==> config.mk <==
export PLATFORM = sky130hd
export DESIGN_NAME = uart_core
export DESIGN_NICKNAME = d
export VERILOG_FILES = /design/src/rtl/uart_pkg.sv /design/src/rtl/uart_baud_gen.sv /design/src/rtl/uart_core.sv
export SDC_FILE = /design/constraint.sdc
export NUM_CORES = 1
export LEC_CHECK = 0
export CAP_MARGIN = 40
export CORE_MARGIN = 2
export CORE_UTILIZATION = 55
export DETAILED_ROUTE_END_ITERATION = 10
export PLACE_DENSITY_LB_ADDON = 0.05
export SETUP_SLACK_MARGIN = 0.05
export SYNTH_ARGS = -nofsm -noshare
export SYNTH_HDL_FRONTEND = slang
export SYNTH_SLANG_ARGS = --single-unit
==> constraint.sdc <==
create_clock -name clk -period 3.2 [get_ports clk]
set_clock_uncertainty 0.05 [all_clocks]
set_input_delay 0.64 -clock clk [delete_from_list [all_inputs] [get_ports clk]]
set_output_delay 0.64 -clock clk [all_outputs]
set_load 0.02 [all_outputs]
==> src/rtl/uart_pkg.sv <==
// Shared types and helpers for the parametrised UART: parity modes, TX/RX
// state encodings and the parity-bit calculation used by both directions.
package uart_pkg;

  typedef enum logic [1:0] {
    PAR_NONE = 2'd0,
    PAR_ODD  = 2'd1,
    PAR_EVEN = 2'd2
  } parity_t;

  typedef enum logic [2:0] {
    TX_IDLE,
    TX_START,
    TX_DATA,
    TX_PARITY,
    TX_STOP
  } tx_state_t;

  typedef enum logic [2:0] {
    RX_IDLE,
    RX_START,
    RX_DATA,
    RX_PARITY,
    RX_STOP
  } rx_state_t;

  // Callers zero-extend the payload to 9 bits; the padding does not affect the XOR.
  function automatic logic calc_parity(input logic [8:0] data, input parity_t mode);
    logic x;
    x = ^data;
    return (mode == PAR_ODD) ? ~x : (mode == PAR_EVEN) ? x : 1'b0;
  endfunction

endpackage

==> src/rtl/uart_baud_gen.sv <==
// Free-running oversample tick generator: one-cycle tick every DIV clocks,
// shared by the transmitter and receiver.
module uart_baud_gen #(
  parameter int unsigned DIV = 10
) (
  input  logic clk,
  input  logic rst_n,
  output logic tick
);

  localparam int unsigned CW = (DIV > 1) ? $clog2(DIV) : 1;

  logic [CW-1:0] cnt;

  assign tick = (cnt == CW'(DIV - 1));

  always_ff @(posedge clk or negedge rst_n) begin
    if (!rst_n)    cnt <= '0;
    else if (tick) cnt <= '0;
    else           cnt <= cnt + 1'b1;
  end

endmodule

==> src/rtl/uart_core.sv <==
// Parametrised full-duplex UART: valid/ready transmitter and oversampled
// receiver with synchroniser, mid-bit start validation and error flags.
module uart_core
  import uart_pkg::*;
#(
  parameter int unsigned CLK_HZ     = 100_000_000,
  parameter int unsigned BAUD       = 115_200,
  parameter int unsigned DATA_BITS  = 8,
  parameter int unsigned PARITY     = 0,
  parameter int unsigned STOP_BITS  = 1,
  parameter int unsigned OVERSAMPLE = 16
) (
  input  logic                 clk,
  input  logic                 rst_n,
  input  logic                 tx_valid,
  input  logic [DATA_BITS-1:0] tx_data,
  output logic                 tx_ready,
  output logic                 tx,
  output logic                 tx_done,
  input  logic                 rx,
  output logic                 rx_valid,
  output logic [DATA_BITS-1:0] rx_data,
  output logic                 parity_err,
  output logic                 frame_err,
  output logic                 overrun
);

  localparam int unsigned DIV_RAW  = CLK_HZ / (BAUD * OVERSAMPLE);
  localparam int unsigned DIV      = (DIV_RAW == 0) ? 1 : DIV_RAW;
  localparam int unsigned PW       = $clog2(2 * OVERSAMPLE);
  localparam int unsigned IW       = $clog2(DATA_BITS);
  localparam parity_t     PAR_MODE = parity_t'(PARITY[1:0]);
  localparam bit          HAS_PAR  = (PARITY != 0);
  localparam logic [PW-1:0] BIT_END  = PW'(OVERSAMPLE - 1);
  localparam logic [PW-1:0] HALF_END = PW'(OVERSAMPLE / 2 - 1);
  localparam logic [PW-1:0] STOP_END = PW'(STOP_BITS * OVERSAMPLE - 1);
  localparam logic [IW-1:0] LAST_BIT = IW'(DATA_BITS - 1);

  logic tick;

  uart_baud_gen #(.DIV(DIV)) u_baud_gen (
    .clk   (clk),
    .rst_n (rst_n),
    .tick  (tick)
  );

  // ---------------- transmitter ----------------
  tx_state_t            tx_state, tx_state_n;
  logic [PW-1:0]        tx_phase, tx_phase_n;
  logic [IW-1:0]        tx_idx, tx_idx_n;
  logic [DATA_BITS-1:0] tx_sh, tx_sh_n;
  logic                 tx_par, tx_par_n, tx_n;

  always_ff @(posedge clk or negedge rst_n) begin
    if (!rst_n) begin
      tx_state <= TX_IDLE;
      tx_phase <= '0;
      tx_idx   <= '0;
      tx_sh    <= '0;
      tx_par   <= 1'b0;
      tx       <= 1'b1;
    end else begin
      tx_state <= tx_state_n;
      tx_phase <= tx_phase_n;
      tx_idx   <= tx_idx_n;
      tx_sh    <= tx_sh_n;
      tx_par   <= tx_par_n;
      tx       <= tx_n;
    end
  end

  // The line is registered: each transition loads the level of the bit being entered.
  always_comb begin
    tx_state_n = tx_state;
    tx_phase_n = tx_phase;
    tx_idx_n   = tx_idx;
    tx_sh_n    = tx_sh;
    tx_par_n   = tx_par;
    tx_n       = tx;
    tx_done    = 1'b0;
    tx_ready   = (tx_state == TX_IDLE);
    if (tick && tx_state != TX_IDLE) tx_phase_n = tx_phase + 1'b1;
    case (tx_state)
      TX_IDLE: if (tx_valid) begin
        tx_state_n = TX_START;
        tx_phase_n = '0;
        tx_idx_n   = '0;
        tx_sh_n    = tx_data;
        tx_par_n   = calc_parity(9'(tx_data), PAR_MODE);
        tx_n       = 1'b0;
      end
      TX_START: if (tick && tx_phase == BIT_END) begin
        tx_state_n = TX_DATA;
        tx_phase_n = '0;
        tx_n       = tx_sh[0];
      end
      TX_DATA: if (tick && tx_phase == BIT_END) begin
        tx_phase_n = '0;
        if (tx_idx == LAST_BIT) begin
          tx_state_n = HAS_PAR ? TX_PARITY : TX_STOP;
          tx_n       = HAS_PAR ? tx_par : 1'b1;
        end else begin
          tx_idx_n = tx_idx + 1'b1;
          tx_sh_n  = tx_sh >> 1;
          tx_n     = tx_sh[1];
        end
      end
      TX_PARITY: if (tick && tx_phase == BIT_END) begin
        tx_state_n = TX_STOP;
        tx_phase_n = '0;
        tx_n       = 1'b1;
      end
      TX_STOP: if (tick && tx_phase == STOP_END) begin
        tx_state_n = TX_IDLE;
        tx_phase_n = '0;
        tx_done    = 1'b1;
      end
      default: tx_state_n = TX_IDLE;
    endcase
  end

  // ---------------- receiver ----------------
  rx_state_t            rx_state, rx_state_n;
  logic [PW-1:0]        rx_phase, rx_phase_n;
  logic [IW-1:0]        rx_idx, rx_idx_n;
  logic [DATA_BITS-1:0] rx_sh, rx_sh_n;
  logic                 rx_par_bit, rx_par_bit_n;
  logic                 rx_s1, rx_s2, rx_prev, rx_done;

  always_ff @(posedge clk or negedge rst_n) begin
    if (!rst_n) begin
      rx_s1      <= 1'b1;
      rx_s2      <= 1'b1;
      rx_prev    <= 1'b1;
      rx_state   <= RX_IDLE;
      rx_phase   <= '0;
      rx_idx     <= '0;
      rx_sh      <= '0;
      rx_par_bit <= 1'b0;
    end else begin
      rx_s1      <= rx;
      rx_s2      <= rx_s1;
      rx_prev    <= rx_s2;
      rx_state   <= rx_state_n;
      rx_phase   <= rx_phase_n;
      rx_idx     <= rx_idx_n;
      rx_sh      <= rx_sh_n;
      rx_par_bit <= rx_par_bit_n;
    end
  end

  // Start is armed only by a falling edge, so a held-low break cannot retrigger.
  always_comb begin
    rx_state_n   = rx_state;
    rx_phase_n   = rx_phase;
    rx_idx_n     = rx_idx;
    rx_sh_n      = rx_sh;
    rx_par_bit_n = rx_par_bit;
    rx_done      = 1'b0;
    if (tick && rx_state != RX_IDLE) rx_phase_n = rx_phase + 1'b1;
    case (rx_state)
      RX_IDLE: if (rx_prev && !rx_s2) begin
        rx_state_n = RX_START;
        rx_phase_n = '0;
        rx_idx_n   = '0;
      end
      RX_START: if (tick && rx_phase == HALF_END) begin
        rx_phase_n = '0;
        rx_state_n = rx_s2 ? RX_IDLE : RX_DATA;
      end
      RX_DATA: if (tick && rx_phase == BIT_END) begin
        rx_phase_n = '0;
        rx_sh_n    = {rx_s2, rx_sh[DATA_BITS-1:1]};
        if (rx_idx == LAST_BIT) rx_state_n = HAS_PAR ? RX_PARITY : RX_STOP;
        else                    rx_idx_n   = rx_idx + 1'b1;
      end
      RX_PARITY: if (tick && rx_phase == BIT_END) begin
        rx_phase_n   = '0;
        rx_par_bit_n = rx_s2;
        rx_state_n   = RX_STOP;
      end
      RX_STOP: if (tick && rx_phase == BIT_END) begin
        rx_phase_n = '0;
        rx_done    = 1'b1;
        rx_state_n = RX_IDLE;
      end
      default: rx_state_n = RX_IDLE;
    endcase
  end

  always_ff @(posedge clk or negedge rst_n) begin
    if (!rst_n) begin
      rx_valid   <= 1'b0;
      rx_data    <= '0;
      parity_err <= 1'b0;
      frame_err  <= 1'b0;
      overrun    <= 1'b0;
    end else begin
      rx_valid <= rx_done;
      if (rx_done) begin
        rx_data    <= rx_sh;
        parity_err <= HAS_PAR && (rx_par_bit != calc_parity(9'(rx_sh), PAR_MODE));
        frame_err  <= ~rx_s2;
        overrun    <= overrun | rx_valid;
      end
    end
  end

endmodule

==> flow_summary.ini <==
[run_status]
result_of_the_run = complete, no violations

[clock_tree]
clockBufferDepth = 2
cts_buffers = 9
postCtsHoldBufs = 0
cts_htree_levels = 3
cts.clk_slew.worst_paths_ns = 0.07
cts.repair.resized = 0
post-cts-setup-buffer-count = 0
tritoncts_num_sinks = 59
clock_tree_from_tritoncts = yes
clock_network_latency_to_the_later_pin_of_the_worst_skew_pair_ns = 0.35
clockRootBuffer = sky130_fd_sc_hd__clkbuf_8

[floorplanning]
initial_utilization_pct = 58.1
dieArea_um2 = 5670
die_y_um = 75.3
pin_count = 27
floorplan.die.width_um = 75.3
core_area_um2 = 4820
floorplan.rows = 25

[synthesis]
syn-num-nets = 258
syn-cell-area_um2 = 2800
synth.lib_cells_used.distinct = 47
async_reset_ff_share_pct = 100
postSynthRegisterBits = 59
seq_area_frac_synth_pct = 53.0
synth_ff_type = sky130_fd_sc_hd__dfrtp_1
synth_edf_count = 0
synthesis.instances = 236
netlist.top_cell.by_area = sky130_fd_sc_hd__dfrtp_1
synth.avg_cell_area_um2 = 11.9
synth_top_area_share_pct = 49.2
yosys_warnings = 0
netlist_top_cells_area = sky130_fd_sc_hd__dfrtp_1 (49%), sky130_fd_sc_hd__mux2_2 (8.9%), sky130_fd_sc_hd__ha_1 (4.5%)

[routing]
detailedRoute.firstIterationViolations = 101
drt-pass1-iter-count = 4
routedWlPerCell_um = 14.4
drc = 0
route.antenna.remaining_nets = 0
via_per_inst = 5.35
postRouteWirelength_um = 4840
dr_total_vias = 1798

[layout]
antenna_cells_inserted = 0
final_layout_size_suffix_gt1_share_pct = 21.6
finish.net_count = 286
area_delta_synth_final_pct = 17.8
fillers = 390
finalCoreUtilization_pct = 68.4

[global_route]
global_route.usage.total_pct = 19.5
number_of_global_route_vias_before_repair = 1780
largest_net_degree_at_the_start_of_global_routing = 38
grt_pass1_wl_um = 8090
globalRoute.totalOverflow = 0
grt_antenna_before_repair = 0

[placement]
dp.final_hpwl_um = 3360
placement.setup.worst_slack_ns = 0.598
place.gp.congestion = 0.895
io_buffer_count = 25

[worst_setup_path]
maximum_fanout_along_the_worst_path = 6
timing.critical_path.cells = ha_1 -> and3_1 -> ha_1 -> and3b_1 -> nand2_1 -> nor2_1 -> clkdlybuf4s50_1
start_kind = flop
cp_common_cell = sky130_fd_sc_hd__ha_1
critPathSlowestCell = sky130_fd_sc_hd__clkdlybuf4s50_1
worst_path_largest_cell_delay_ns = 0.53
crit_path_max_delay_family = simple AND/OR/NAND/NOR gates
critical_path_buf_inv_count = 1
worstPathRequired_ns = 2.51
worst_setup_path_end_kind = output pin
critical_path_arrival_ns = 2.28
worstSetupPathType = reg2out

[min_path]
hold_path.class = in2async

[pwr]
maximum_vdd_drop_v = 0.000243
power_per_cell_area_nw_per_um2 = 472
power_mw = 1.55
leakagePower_nw = 1.54

[sta]
setup_ws_ns = 0.229
fin_tns_setup_ns = 0
timing.max_slew.rel_slack_pct = 60.7
timing.final.crit_period_ns = 2.97
max_freq_mhz = 337
worst_tran_pin_value_ns = 0.589
timing_max_transition_violations_final = 0
final-setup-viol-count = 0
final_min_period_over_clock_period_pct = 92.8
timing_hold_violations_final = 0
grt_setup_unrepaired = false

[job]
reported_max_cap_violation_count = 0
cell usage after synthesis, types with 2 or more instances:
cell type and instances:
sky130_fd_sc_hd__dfrtp_1 55, sky130_fd_sc_hd__mux2_2 22, sky130_fd_sc_hd__nor2_1 22, sky130_fd_sc_hd__ha_1 10
sky130_fd_sc_hd__inv_1 9, sky130_fd_sc_hd__nand2_1 9, sky130_fd_sc_hd__mux2_4 8, sky130_fd_sc_hd__nand3_1 8
sky130_fd_sc_hd__clkbuf_1 7, sky130_fd_sc_hd__mux2i_1 7, sky130_fd_sc_hd__o21ai_0 7, sky130_fd_sc_hd__xnor2_1 6
sky130_fd_sc_hd__a21oi_1 5, sky130_fd_sc_hd__nor3_1 5, sky130_fd_sc_hd__and3_1 4, sky130_fd_sc_hd__dfstp_2 4
sky130_fd_sc_hd__a32o_1 3, sky130_fd_sc_hd__and3b_1 3, sky130_fd_sc_hd__nor4_1 3, sky130_fd_sc_hd__nor4b_1 3
sky130_fd_sc_hd__a21o_1 2, sky130_fd_sc_hd__buf_2 2, sky130_fd_sc_hd__buf_4 2, sky130_fd_sc_hd__nand2b_1 2
sky130_fd_sc_hd__nor2b_1 2, sky130_fd_sc_hd__nor3b_1 2, sky130_fd_sc_hd__o21ai_1 2, sky130_fd_sc_hd__or3_1 2
sky130_fd_sc_hd__or4_1 2
placed cells by master (no fill, tap or decap), types with 8 or more instances in the layout:
cell,count
sky130_fd_sc_hd__inv_1,9
sky130_fd_sc_hd__nor2_1,22
sky130_fd_sc_hd__nand2_1,9
sky130_fd_sc_hd__clkbuf_8,11
sky130_fd_sc_hd__ha_1,10
sky130_fd_sc_hd__nand3_1,8
sky130_fd_sc_hd__mux2_2,22
sky130_fd_sc_hd__mux2_4,8
sky130_fd_sc_hd__clkdlybuf4s50_1,24
sky130_fd_sc_hd__dfrtp_1,55
cells by family (layout without fill, tap and decap cells):
logic type / count (synthesis) / count (layout) / share of synthesized area [%]
mux: 38 / 38 / 16.1
flops: 59 / 59 / 53.0
other cells: 1 / 1 / 0.134
fa+ha+maj: 10 / 10 / 4.47
simple gates: 72 / 72 / 14.1
compound gates: 28 / 28 / 6.66
xor+xnor: 7 / 7 / 2.19
buf+inv: 21 / 54 / 3.44
worst register-to-register path, delay by kind of cell (launching register included):
kind / cells / cell delay [ns]
buffers and inverters: 1 / 0.24
multiplexers: 1 / 0.34
AO/OA/AOI/OAI: 1 / 0.40
AND/OR/NAND/NOR: 3 / 0.63
adder cells (fa/ha/maj): 2 / 0.38
flip-flops: 1 / 0.41
routing by layer:
metal  track usage [%]  wire length [um]
met4              10.5               114
met1              25.7              2400
met5                 0                 0
met3              5.69               202
met2              29.1              2120
report_power, final:
part / switching, mW / internal, mW / total [mW] / leakage (nW)
sequential: 0.0225 / 0.789 / 0.811 / 0.770
combinational: 0.0493 / 0.0595 / 0.109 / 0.679
clock: 0.311 / 0.324 / 0.635 / 0.0880
per-stage QoR:
step	hold slack (ns)	cells	instance area, um2
2_1_floorplan	0.294	236	2800
3_3_place_gp	0.296	319	3090
3_5_place_dp	0.300	320	3110
4_1_cts	0.0464	336	3290
5_1_grt	0.0452	336	3290
6_report	0.0552	336	3290
path summary, 6_finish.rpt:
| path | start | end | slack (ns) | cells after the start |
|---|---|---|---|---|
| setup / recovery | tx_phase[0] | tx_done | 0.23 | 7 |
| hold / removal | rst_n | tx_sh[7] | 0.06 | 1 |
| setup reg to reg | tx_phase[0] | tx_sh[3] | 0.65 | 8 |
| hold reg to reg | rx_s1 | rx_s2 | 0.31 | 0 |
| max in group asynchronous | rst_n | u_baud_gen.cnt[2] | 2.44 | 3 |
| min in group clk | rx_s1 | rx_s2 | 0.31 | 0 |
sequential cells by signal, indices dropped and copies added (netlist names), 3 cells and up:
register	cells
rx_data	8
rx_idx	3
rx_phase	5
rx_sh	8
rx_state	3
tx_idx	3
tx_phase	5
tx_sh	8
tx_state	3
u_baud_gen.cnt	6
layout make-up:
| class | instances | area, um2 | area share (%) |
|---|---|---|---|
| Sequential cell | 59 | 1480 | 45.0 |
| Multi-Input combinational cell | 156 | 1220 | 37.0 |
| Timing Repair Buffer | 29 | 288 | 8.74 |
| Clock buffer | 11 | 151 | 4.60 |
| Tap cell | 67 | 83.8 | 2.54 |
| Clock inverter | 5 | 36.3 | 1.10 |
| Inverter | 9 | 33.8 | 1.03 |
Note: power is estimated with default switching activity, not from simulation.
